## config.mk

```make
export PLATFORM = sky130hd
export DESIGN_NAME = yas_packet_framer
export DESIGN_NICKNAME = d
export VERILOG_FILES = /design/src/rtl/yas_router_pkg.sv /design/src/rtl/yas_crc8_step.sv /design/src/rtl/yas_packet_framer.sv
export SDC_FILE = /design/constraint.sdc
export NUM_CORES = 1
export LEC_CHECK = 0
export CORE_MARGIN = 2
export CORE_UTILIZATION = 50
export DETAILED_ROUTE_END_ITERATION = 10
export GPL_TIMING_DRIVEN = 1
export PLACE_DENSITY = 0.82
export SLEW_MARGIN = 20
export SYNTH_ARGS = -nofsm -noshare
export SYNTH_HDL_FRONTEND = slang
export SYNTH_SLANG_ARGS = --single-unit
```

## constraint.sdc

```tcl
create_clock -name clk -period 2.4 [get_ports clk]
set_input_delay 0.48 -clock clk [delete_from_list [all_inputs] [get_ports clk]]
set_output_delay 0.48 -clock clk [all_outputs]
set_load 0.05 [all_outputs]
```

## src/rtl/yas_router_pkg.sv

```systemverilog
// Shared types and constants for the router input link.
// Used by the framer and by the router's CRC checker.
package yas_router_pkg;

  typedef enum logic [1:0] {
    ST_IDLE,
    ST_HDR,
    ST_PLD,
    ST_CRC
  } state_e;

  localparam logic [7:0] CRC8_POLY = 8'h07;
  localparam logic [7:0] CRC8_INIT = 8'h00;

  localparam int HDR_ADDR_MSB = 7;
  localparam int HDR_ADDR_LSB = 6;
  localparam int HDR_LEN_MSB  = 5;
  localparam int HDR_LEN_LSB  = 0;

endpackage

```

## src/rtl/yas_crc8_step.sv

```systemverilog
// One-byte CRC-8 update, MSB-first, no reflection.
// Purely combinational so both ends of the link can share it.
module yas_crc8_step
  import yas_router_pkg::*;
(
  input  logic [7:0] crc_in,
  input  logic [7:0] byte_in,
  output logic [7:0] crc_out
);

  logic [7:0] c;

  always_comb begin
    c = crc_in ^ byte_in;
    for (int i = 0; i < 8; i++) begin
      if (c[7]) c = (c << 1) ^ CRC8_POLY;
      else      c = c << 1;
    end
    crc_out = c;
  end

endmodule

```

## src/rtl/yas_packet_framer.sv

```systemverilog
// Frames commands and payload into header/payload/CRC bytes
// on the router input link through a one-entry output register.
module yas_packet_framer
  import yas_router_pkg::*;
#(
  parameter int DATA_WIDTH = 8,
  parameter int DATA_SIZE  = 6
) (
  input  logic                  clk,
  input  logic                  rst,
  input  logic                  cmd_valid,
  input  logic [1:0]            cmd_addr,
  input  logic [DATA_SIZE-1:0]  cmd_len,
  input  logic                  cmd_crc_en,
  output logic                  cmd_ready,
  output logic                  cmd_err,
  input  logic [DATA_WIDTH-1:0] pld_data,
  input  logic                  pld_valid,
  output logic                  pld_ready,
  output logic [DATA_WIDTH-1:0] data_in,
  output logic                  data_in_req,
  input  logic                  data_in_ack,
  output logic                  pkt_done,
  output logic                  busy
);

  state_e                state_q, state_d;
  logic [DATA_SIZE-1:0]  remaining_q, remaining_d;
  logic                  crc_en_q, crc_en_d;
  logic [7:0]            crc_q, crc_d;
  logic [DATA_WIDTH-1:0] data_q, data_d;
  logic                  req_q, req_d;
  logic                  last_q, last_d;
  logic                  cmd_err_q, cmd_err_d;

  logic                  load_ok;
  logic                  cmd_acc;
  logic                  pld_acc;
  logic                  load;
  logic                  load_last;
  logic [DATA_WIDTH-1:0] load_data;
  logic [DATA_WIDTH-1:0] hdr;
  logic [7:0]            crc_src;
  logic [7:0]            crc_byte;
  logic [7:0]            crc_nxt;

  // Header and payload never update the CRC in the same cycle,
  // so one step unit is shared between IDLE and PLD.
  yas_crc8_step u_crc (
    .crc_in  (crc_src),
    .byte_in (crc_byte),
    .crc_out (crc_nxt)
  );

  always_comb begin
    hdr = '0;
    hdr[HDR_ADDR_MSB:HDR_ADDR_LSB] = cmd_addr;
    hdr[HDR_LEN_MSB:HDR_LEN_LSB]   = cmd_len;
  end

  always_comb begin
    load_ok   = !req_q || data_in_ack;
    cmd_ready = !rst && (state_q == ST_IDLE) && load_ok;
    pld_ready = !rst && (state_q == ST_PLD) && load_ok
                && (remaining_q != '0);
    cmd_acc   = cmd_valid && cmd_ready;
    pld_acc   = pld_valid && pld_ready;
    crc_src   = (state_q == ST_IDLE) ? CRC8_INIT : crc_q;
    crc_byte  = (state_q == ST_IDLE) ? hdr : pld_data;
  end

  always_comb begin
    state_d     = state_q;
    remaining_d = remaining_q;
    crc_en_d    = crc_en_q;
    crc_d       = crc_q;
    cmd_err_d   = 1'b0;
    load        = 1'b0;
    load_last   = 1'b0;
    load_data   = '0;

    unique case (state_q)
      ST_IDLE: begin
        if (cmd_acc) begin
          if (cmd_len == '0) begin
            cmd_err_d = 1'b1;
          end else begin
            load        = 1'b1;
            load_data   = hdr;
            remaining_d = cmd_len;
            crc_en_d    = cmd_crc_en;
            crc_d       = crc_nxt;
            state_d     = ST_PLD;
          end
        end
      end
      ST_PLD: begin
        if (pld_acc) begin
          load        = 1'b1;
          load_data   = pld_data;
          remaining_d = remaining_q - 1'b1;
          crc_d       = crc_nxt;
          if (remaining_q == DATA_SIZE'(1)) begin
            load_last = !crc_en_q;
            state_d   = crc_en_q ? ST_CRC : ST_IDLE;
          end
        end
      end
      ST_CRC: begin
        if (load_ok) begin
          load      = 1'b1;
          load_data = crc_q;
          load_last = 1'b1;
          state_d   = ST_IDLE;
        end
      end
      default: state_d = ST_IDLE;
    endcase
  end

  always_comb begin
    data_d = data_q;
    req_d  = req_q;
    last_d = last_q;
    if (load) begin
      data_d = load_data;
      req_d  = 1'b1;
      last_d = load_last;
    end else if (data_in_ack) begin
      req_d  = 1'b0;
    end
  end

  always_ff @(posedge clk) begin
    if (rst) begin
      state_q     <= ST_IDLE;
      remaining_q <= '0;
      crc_en_q    <= 1'b0;
      crc_q       <= CRC8_INIT;
      data_q      <= '0;
      req_q       <= 1'b0;
      last_q      <= 1'b0;
      cmd_err_q   <= 1'b0;
    end else begin
      state_q     <= state_d;
      remaining_q <= remaining_d;
      crc_en_q    <= crc_en_d;
      crc_q       <= crc_d;
      data_q      <= data_d;
      req_q       <= req_d;
      last_q      <= last_d;
      cmd_err_q   <= cmd_err_d;
    end
  end

  assign data_in     = data_q;
  assign data_in_req = req_q;
  assign cmd_err     = cmd_err_q;
  assign pkt_done    = !rst && req_q && last_q && data_in_ack;
  assign busy        = (state_q != ST_IDLE) || req_q;

endmodule

```

==> metrics.txt <==
final routed wirelength across all metal layers around 4.4 mm; kind of critical path in -> out; count of vias placed by the detailed router ~1800; outcome completed; Critical Path Start Type input port; Initial DRC Count 127; # Max-Cap Violations 0; parity-gate share of the synthesized area counting xor and xnor cells around 13%; Worst Skew 0.00206 ns; sum of net half-perimeters after detailed placement between 3 and 4 mm; total routing resource utilization after global routing approximately a quarter; RSZ-0062 raised after global routing no; CTS Hold Buffers Added 0; pin count of the biggest net entering global routing 18; Synth top area share between 30% and 40%; most frequent cell after synthesis dfxtp_1; layout cells sized above 1 about 15%; leading cell types by count after synthesis dfxtp_1 (28), a21oi_1 (21), nand2_1 (21); number of clock buffers inserted by TritonCTS 3; highest attainable clock frequency 0.426 GHz; number of remaining DRC errors 0; final sum of negative setup slack 0 ns; endpoints failing setup 0; Max-Slew Margin vs Limit 66.1%; CTS H-Tree Depth 1; share of synthesized area spent on multiplexers roughly 2.4%; vias per inst about 6.0; final number of max-transition violations 0; floorplan die area between 0.003 and 0.004 mm2; final core area utilization 73.1%; Diodes inserted 0; grt ovf 0; fill cell instance count of the final layout 253; top cells by area, synth dfxtp_1 (34%), xnor2_1 (9.5%), a21oi_1 (6.4%); cell count after placement approximately 290; number of port buffers 35; number of rows in the core area 20; placer's final routability congestion estimate approximately 0.84; clock tree from TritonCTS done; post-synthesis sequential area ratio ~34%; first drt pass iteration count 5; Arrival @ worst endpoint ~1.9 ns; peak supply drop 0.000258 V; number of antenna violations at the first check in global routing 0; Ys Warns 0; Mapped Cells a little under 200; shortest clock period the worst path allows after layout 2.35 ns; starting density of the core 53.3%; final critical-path share of the clock period a little over nine tenths; async set or reset register ratio after synthesis 0%; Mapped Nets ~220; Sinks on Clock Net 28; routed wire length per instance roughly 15 um; compound-cell area share of the yosys netlist ~23%; post-synthesis sequential element count 28; width of the chip 61.5 um; number of flops mapped to enable cells by yosys 0; CTS Root Buffer Type clkbuf_4; required time worst endpoint 1.92 ns; clock latency on the worst-skew pair approximately 0.34 ns; Detail Route Antenna Nets 0; nets ~280; cell type with the largest total area after synthesis dfxtp_1; synthesized-area fraction occupied by and/or/nand/nor cells a little over a fifth; core region area 0.00310 mm2; number of standard cells in the final layout excluding fillers 294; global-route wire length before repair 7.07 mm; unique cell type count in the Yosys netlist 38; vias in the first global route 1561; ratio of total power to cell area about 540 mW/mm2; mean area per synthesized cell slightly above 8 um2; synth-to-layout area growth 37.2%; main flop type after synthesis dfxtp_1; top fanout value on the critical path 4; crit end category output port; number of I/O pins 36; Worst Max-Slew Pin Slew about 0.49 ns; area of the mapped netlist between 0.0015 and 0.002 mm2; final-report hold violation count 0; Adder-Cell Fraction of Synth Area roughly 1.5%; maximum clock path buffer count 2; leakage dissipation approximately 0.87 nW; dominant combinational cell family by area after synthesis compound AO/OA/AOI/OAI gates; Hold Crit Class reg -> reg; die height 61.5 um; clock transition at the register clock pins on the worst setup and hold paths after CTS 0.15 ns
report_power, final:
part	internal (mW)	switching [mW]
sequential	0.503	0.0350
combinational	0.216	0.237
clock	0.0933	0.145
total	0.812	0.417
logic make-up after synthesis:
kind of cell             after synthesis
AO/OA/AOI/OAI                         56
buffers and inverters                 15
adder cells (fa/ha/maj)                2
multiplexers                           4
AND/OR/NAND/NOR                       70
XOR/XNOR                              24
flip-flops                            28
final timing paths:
kind | from | end | slack [ns] | cells after the start
setup / recovery | data_in_ack | pld_ready | 0.05 | 5
hold / removal | data_in[0] | data_in[0] | 0.47 | 2
setup reg to reg | remaining_q[1] | crc_q[6] | 0.22 | 10
hold reg to reg | data_in[0] | data_in[0] | 0.47 | 2
sequential cells by signal, summed over array words and instances, names as in the netlist:
| register | count |
|---|---|
| cmd_err | 1 |
| crc_en_q | 1 |
| crc_q | 8 |
| data_in | 8 |
| data_in_req | 1 |
| last_q | 1 |
| remaining_q | 6 |
| state_q | 2 |
through the flow:
stage / instance area, um2 / total power, mW / worst slack, ns / hold WS, ns
final: 2270 / 1.23 / 0.0522 / 0.470
after global routing: 2270 / 1.29 / 0.0236 / 0.503
after CTS: 2240 / 1.23 / 0.0130 / 0.473
after detailed placement: 2190 / 0.987 / -0.0694 / 0.454
after global placement: 2190 / 0.979 / -0.0197 / 0.443
after floorplan: 1650 / 0.830 / 0.0579 / 0.432
layout by cell type, fill, tap and decap left out, types with 2 or more instances in the layout:
| master | synthesis | layout |
|---|---|---|
| buf_4 | 1 | 21 |
| inv_1 | 3 | 3 |
| nand3_1 | 2 | 2 |
| o21ai_0 | 12 | 12 |
| a211oi_1 | 7 | 7 |
| a22o_1 | 2 | 2 |
| or3_1 | 2 | 2 |
| and3_1 | 2 | 2 |
| a21oi_1 | 21 | 21 |
| clkdlybuf4s50_1 | 0 | 31 |
| nor2_1 | 20 | 20 |
| dfxtp_1 | 28 | 26 |
| clkbuf_4 | 0 | 3 |
| nand2b_1 | 3 | 3 |
| mux2i_1 | 4 | 4 |
| nor3_1 | 9 | 9 |
| nand2_1 | 21 | 21 |
| a222oi_1 | 6 | 6 |
| buf_12 | 0 | 5 |
| xor2_1 | 6 | 6 |
| nand3b_1 | 3 | 3 |
| xnor2_1 | 18 | 18 |
| and4b_1 | 2 | 2 |
| a32o_1 | 2 | 2 |
layout make-up:
class                   count  area (um2)  area share (%)
well taps                  44        55.1            2.43
inverters                   4        15.0           0.662
repair buffers             58         581            25.6
clock buffers               4        36.3            1.60
multi-input cells         156        1020            44.8
flip-flops and latches     28         566            24.9
critical path, stage by stage:
cell             delay, ns
clkdlybuf4s50_1       0.49
and2b_1               0.24
a2111o_1              0.41
inv_2                 0.11
buf_12                0.14
layer usage:
| layer | vias to the layer above | track usage (%) | part of all wire, % |
|---|---|---|---|
| met5 | - | 0 | 0 |
| li1 | 832 | - | - |
| met2 | 101 | 40.0 | 45 |
| met3 | 9 | 3.15 | 9.3 |
| met1 | 823 | 34.4 | 43 |
| met4 | 0 | 11.2 | 2.5 |
what timing repair did:
action,CTS,global route
endpoints found under the setup margin,1,4
pin swaps,1,0
buffers inserted,1,3
resized for setup,3,3
(Power assumes the default switching activity.)
